[config.mk]
export PLATFORM = sky130hd
export DESIGN_NAME = if_id_stage_ctrl
export DESIGN_NICKNAME = d
export VERILOG_FILES = /design/src/rtl/if_id_stage_ctrl.sv
export SDC_FILE = /design/constraint.sdc
export NUM_CORES = 1
export LEC_CHECK = 0
export ABC_CLOCK_PERIOD_IN_PS = 2050
export BUFFER_PORTS_ARGS = -buffer_cell sky130_fd_sc_hd__buf_2
export CAP_MARGIN = 20
export CORE_MARGIN = 2
export CORE_UTILIZATION = 44
export DETAILED_ROUTE_END_ITERATION = 16
export GPL_TIMING_DRIVEN = 0
export PLACE_DENSITY = 0.76
export SLEW_MARGIN = 5
export SYNTH_ARGS = -nofsm -noshare
export SYNTH_HDL_FRONTEND = slang
export SYNTH_SLANG_ARGS = --single-unit
[constraint.sdc]
create_clock -name clk -period 2.05 [get_ports clk]
set_clock_uncertainty 0.05 [all_clocks]
set_input_delay 0 -clock clk [delete_from_list [all_inputs] [get_ports clk]]
set_output_delay 0 -clock clk [all_outputs]
set_load 0.005 [all_outputs]
[src/rtl/if_id_stage_ctrl.sv]
// ============================================================================
// Module   : if_id_stage_ctrl
// Brief    : PC register, IF/ID register and ID/EX bubble mux with stall/flush
//            FSM and saturating performance counters.
// Revision : 1.0  initial release
// ============================================================================
`default_nettype none

module if_id_stage_ctrl #(
  parameter logic [31:0] RESET_PC = 32'h0000_0000,
  parameter int          CTRL_W   = 8,
  parameter int          CNT_W    = 16
) (
  input  logic              clk,
  input  logic              reset,
  input  logic              Pc_Write,
  input  logic              If_Id_Write,
  input  logic              control_sel,
  input  logic              branch_taken,
  input  logic [31:0]       branch_target,
  input  logic [31:0]       instr,
  input  logic [CTRL_W-1:0] ctrl_in,
  output logic [31:0]       Pc,
  output logic [31:0]       If_Id_Pc,
  output logic [31:0]       If_Id_Instr,
  output logic              If_Id_Valid,
  output logic [CTRL_W-1:0] Id_Ex_Ctrl,
  output logic [CNT_W-1:0]  stall_cnt,
  output logic [CNT_W-1:0]  flush_cnt,
  output logic [1:0]        state
);

  localparam logic [31:0] C_NOP = 32'h0000_0013;

  typedef enum logic [1:0] {
    RUN   = 2'd0,
    STALL = 2'd1,
    FLUSH = 2'd2
  } state_t;

  state_t            r_state;
  state_t            w_state_nxt;
  logic [31:0]       r_pc;
  logic [31:0]       r_if_id_pc;
  logic [31:0]       r_if_id_instr;
  logic              r_if_id_valid;
  logic [CTRL_W-1:0] r_id_ex_ctrl;
  logic [CNT_W-1:0]  r_stall_cnt;
  logic [CNT_W-1:0]  r_flush_cnt;

  logic w_stall;
  logic w_accept_br;

  // A branch is only honoured when it is real and the pipe is moving.
  assign w_stall     = ~Pc_Write | ~If_Id_Write;
  assign w_accept_br = branch_taken & r_if_id_valid & ~w_stall;

  always_comb begin
    w_state_nxt = RUN;
    if (w_accept_br)
      w_state_nxt = FLUSH;
    else if (w_stall)
      w_state_nxt = STALL;
  end

  always_ff @(posedge clk) begin
    if (reset)
      r_state <= RUN;
    else
      r_state <= w_state_nxt;
  end

  always_ff @(posedge clk) begin
    if (reset) begin
      r_pc <= RESET_PC;
    end else if (Pc_Write) begin
      if (w_accept_br)
        r_pc <= {branch_target[31:2], 2'b00};
      else
        r_pc <= r_pc + 32'd4;
    end
  end

  always_ff @(posedge clk) begin
    if (reset) begin
      r_if_id_pc    <= 32'h0;
      r_if_id_instr <= C_NOP;
      r_if_id_valid <= 1'b0;
    end else if (If_Id_Write) begin
      if (w_accept_br) begin
        r_if_id_pc    <= 32'h0;
        r_if_id_instr <= C_NOP;
        r_if_id_valid <= 1'b0;
      end else begin
        r_if_id_pc    <= r_pc;
        r_if_id_instr <= instr;
        r_if_id_valid <= 1'b1;
      end
    end
  end

  // The branch instruction itself still travels into EX on a redirect.
  always_ff @(posedge clk) begin
    if (reset)
      r_id_ex_ctrl <= '0;
    else if (!control_sel || !r_if_id_valid)
      r_id_ex_ctrl <= '0;
    else
      r_id_ex_ctrl <= ctrl_in;
  end

  always_ff @(posedge clk) begin
    if (reset) begin
      r_stall_cnt <= '0;
      r_flush_cnt <= '0;
    end else begin
      if (!Pc_Write && (r_stall_cnt != {CNT_W{1'b1}}))
        r_stall_cnt <= r_stall_cnt + 1'b1;
      if (w_accept_br && (r_flush_cnt != {CNT_W{1'b1}}))
        r_flush_cnt <= r_flush_cnt + 1'b1;
    end
  end

  assign Pc          = r_pc;
  assign If_Id_Pc    = r_if_id_pc;
  assign If_Id_Instr = r_if_id_instr;
  assign If_Id_Valid = r_if_id_valid;
  assign Id_Ex_Ctrl  = r_id_ex_ctrl;
  assign stall_cnt   = r_stall_cnt;
  assign flush_cnt   = r_flush_cnt;
  assign state       = r_state;

endmodule

`default_nettype wire

## Yosys cells after proc, flatten, opt, wreduce, memory -nomap -nowiden

Index checks and enable logic that the tools add are counted.
Widths: inputs -> output; s select.

| storage, ports and cells | value |
|---|---|
| flip-flop bits (word level) | 139 |
| input bits | 78 |
| output and inout port bits | 139 |
| word-level logic and storage cells | 34 |

| operators by class | value |
|---|---|
| add/subtract/negate cells | 3 |
| equal/unequal tests | 2 |
| muxes and demuxes | 6 |
| bitwise logic cells | 6 |
| reductions and logical operators | 8 |

Operator list:

| cell | number |
|---|---|
| $mux 32 | 3 |
| $add 16x1->16 const B | 2 |
| $add 32x3->32 const B | 1 |
| $ne 16x16->1 const B | 2 |
| $reduce_or 2->1 | 2 |
| $logic_not 1->1 | 3 |
| $not 1->1 | 3 |
| $and 1x1->1 | 2 |
| $logic_and 1x1->1 | 2 |
| $mux 1 | 2 |
| $mux 2 | 1 |
| $logic_or 1x1->1 | 1 |
| $or 1x1->1 | 1 |

## Logic depth before layout (Yosys ltp)

| logic depth | value |
|---|---|
| depth after elaboration | 5 |
| mapped depth | 7 |

## Least setup slack after synthesis

No wires, ideal clock.

| timing | value |
|---|---|
| kind | register -> register |
| start | reg r_pc[11], in the netlist Pc[11] |
| end | reg r_pc[29], in the netlist Pc[29] |
| arrival time | 1867 ps |
| data required time | 1927 ps |
| setup slack | 60 ps |
| stages on the path, launching flop included | 7 |
| buffers on the path | 1 |
| clock period less this slack | 1990 ps |
| path through | dfxtp_1 and4_1 buf_6 nand4_4 or4_4 or4_4 o211ai_2 |

| on the way | value |
|---|---|
| word-level cells in the longest chain between the ends | 2 |

RTL lines:

| element | line | text |
|---|---|---|
| start, declared | 43 | `logic [31:0] r_pc;` |
| start signal, assigned | 78 | `r_pc <= {branch_target[31:2], 2'b00};` |
| start signal, assigned | 80 | `r_pc <= r_pc + 32'd4;` |
| $add 32x3->32 | 80 |  |
| $mux 32 | 77 | `if (w_accept_br)` |

Every way passes these cells.
A chain may end at the register's enable or synchronous reset.

## Worst setup path after layout

| timing | value |
|---|---|
| start | reg r_pc[12], in the netlist Pc[12] |
| end | reg r_pc[29], in the netlist Pc[29] |

Same word-level chain as after synthesis.

==> qor.txt <==
Status: complete, no violations
Yosys top cell area share: 0.470
Synth-to-Final Area Change: 48.3%
Post-synth EDFFs: 0
Leak: 3.88 nW
Yosys reg bits: 136
Die ar.: 0.0141 mm2
Post-synthesis compound-gate area fraction: 0.204
Die height: 119 um
Synth Flop Type: dfxtp_1
CP dominant cell by count: or4_4
Cell Rows: 41
Number of global-route vias before repair: 5963
Antenna violations before repair: 0
Synth area leader: dfxtp_1
Critical Path Start Type: register
Worst path cell trace: and4_1 -> buf_6 -> nand4_4 -> or4_4 -> or4_4 -> o211ai_2
Hold Slack: 0.0325 ns
Final Setup Violations: 0
CTS max path bufs: 2
Path category of the worst min-delay check: input pin to register
Worst r2r path cells: 6
Routed Antenna Nets: 0
Simple logic cell fraction of the synthesized area: 0.227
Critical Path Sink: Pc[29]$_SDFFE_PP0P_
Main combinational cell family by area after synthesis: simple AND/OR/NAND/NOR gates
WL final: 19.9 mm
Die W: 119 um
CTS tree: built
Total GRT Usage: 0.279
Clock sinks: 136
Synth Area in XOR/XNOR: 0.0393
Async SR Flop Fraction: 0
Nature of the critical path endpoint: register
Reg2reg setup slack: 0.05 ns
VDD IR max: 0.000523 V
DR pass1 iterations: 5
Share of layout cells above drive strength 1: 0.320
Dpl cells: 1010
CTS root buffer: clkbuf_16
Final min period: 2.00 ns
Worst setup margin: 0.0461 ns
Total power: 6.78 mW
Synth Area per Inst: 9.26 um2
RD Place Congestion: 0.915
Sequential fraction of the synthesis area: 0.470
R2R Path Start: Pc[12]$_SDFFE_PP0P_
Pwr Density: 789 mW/mm2
Vias per cell: 5.65
Required time of the critical path: 2.34 ns
H-tree depth: 4
Setup WS pre-CTS: -0.226 ns
Measured slew at the worst slew-check pin: 0.721 ns
Slew margin rel.: 0.519
DRC viols: 0
Num ports: 217
Hpwl dp: 13.2 mm
Final worst path period share: 0.978
Final Max Tran Viols: 0
Clk_lat worst skew: 0.42 ns
Largest net degree at the start of global routing: 17
Synth cell types: 59
Worst Setup SP: Pc[12]$_SDFFE_PP0P_
First-pass GRT wire length: 31.2 mm
Max-cap violation count: 0
Setup Crit Path Kind: register to register
Routed vias: 6327
GRT overflow: 0
Crit path largest cell delay: 0.51 ns
RSZ-0062 raised after global routing: false
R2r endpoint: Pc[29]$_SDFFE_PP0P_
Nets: 1016
Drt wl/cell: 17.8 um
CTS Buf Count: 17
CP arrival: 2.30 ns
Mux cell area share after synthesis: 0.0164
Initial DRC Count: 505
Core Footprint: 0.0127 mm2
Synthesized cell area: 0.00579 mm2
Slowest stage cell, crit path: or4_4
Most common cell in the netlist: dfxtp_1
Area contributors post-synth: dfxtp_1 (47%), a22o_1 (9.1%), nor2_1 (3.5%)
Ys Warns: 0
Final Hold Fails: 0
# port buffers: 212
Crit-path max FO: 6
Post-synth top cells: dfxtp_1 (136), a22o_1 (60), nor2_1 (54)
Post-Layout Cell Count: 1120
Clk slew on worst S/H paths: 0.06 ns
Max Clk Rate: 499 MHz
Initial Utilization: 0.455
Syn Inst Count: 625
Post-Synth Adder-Cell Area: 0.00648
-- cells by family after synthesis --
kind of cell               Yosys count
buffers and inverters               50
muxes                                9
xor gates and xnor gates            26
other                                1
and+or+nand+nor                    240
DFF                                136
adders and majority gates            3
AOI/OAI and AO/OA                  160
-- final cells by class --
| type | instances | area, um2 |
|---|---|---|
| fill | 1025 | 4140 |
| multi-input combinational | 440 | 2920 |
| sequential | 136 | 2760 |
| timing repair buffer | 293 | 1850 |
| clock buffer | 18 | 429 |
| tap | 172 | 215 |
| clock inverter | 13 | 204 |
| buffer | 43 | 200 |
| inverter | 4 | 15.0 |
| antenna | 1 | 2.50 |
-- where the power goes --
group	leakage, nW	internal (mW)	switching, mW	total, mW
Sequential	1.12	2.74	0.106	2.85
Clock	0.309	2.15	1.15	3.29
Combinational	2.46	0.329	0.308	0.636
-- per-stage QoR --
| step | setup TNS (ns) | util | instance area (um2) |
|---|---|---|---|
| global route | 0 | 0.675 | 8580 |
| floorplan | 0 | - | 5790 |
| global placement | -7.90 | 0.556 | 7070 |
| detailed placement | -6.89 | 0.556 | 7070 |
| finish | 0 | 0.675 | 8590 |
| CTS | -0.00466 | 0.666 | 8470 |
-- registers in the layout, summed over array words and instances (netlist names) --
| name | flops |
|---|---|
| Id_Ex_Ctrl | 8 |
| If_Id_Instr | 32 |
| If_Id_Pc | 31 |
| If_Id_Valid | 1 |
| Pc | 30 |
| flush_cnt | 16 |
| stall_cnt | 16 |
| state | 2 |
-- worst max-delay path: cells and delay by family, from the launching register on --
| kind | cells | cell delay, ns |
|---|---|---|
| buffers and inverters | 1 | 0.10 |
| and+or+nand+nor | 4 | 1.33 |
| DFF | 1 | 0.38 |
| AOI/OAI and AO/OA | 1 | 0.07 |
-- placed cells by master, fill, tap and decap left out, types with 23 or more instances in the layout --
cell type,n
buf_2,212
a21oi_1,29
nand4_1,31
nand3_1,23
nor2_1,53
a22o_1,60
clkbuf_1,28
dfxtp_1,118
dlygate4sd3_1,71
nand2_1,45
-- metal layers --
metal | global-route usage | part of all wire | vias to the layer above | routed length (um)
met3 | 0.0748 | 0.098 | 43 | 1950
met2 | 0.435 | 0.47 | 370 | 9300
li1 | - | - | 2967 | -
met5 | 0 | 0 | - | 0
met4 | 0.125 | 0.022 | 0 | 433
met1 | 0.360 | 0.41 | 2947 | 8210
-- timing repair --
item	in CTS	in global routing
gates resized for setup	14	34
setup buffers	3	7
hold endpoints to repair	70	0
cloned	0	0
pin swaps	4	2
hold buffers	71	0
endpoints found under the setup margin	43	52
-- worst min path at each step --
| stage | start | endpoint | cells after the start |
|---|---|---|---|
| 4_1_cts | branch_taken | state[1]$_SDFF_PP0_ | 4 |
| 3_3_place_gp | ctrl_in[0] | Id_Ex_Ctrl[0]$_SDFF_PP0_ | 2 |
| 2_1_floorplan | ctrl_in[0] | Id_Ex_Ctrl[0]$_SDFF_PP0_ | 1 |
| 5_1_grt | branch_taken | state[1]$_SDFF_PP0_ | 4 |
| 6_report | branch_taken | state[1]$_SDFF_PP0_ | 4 |
| 3_5_place_dp | ctrl_in[1] | Id_Ex_Ctrl[1]$_SDFF_PP0_ | 2 |
Note: power is estimated with default switching activity, not from simulation.
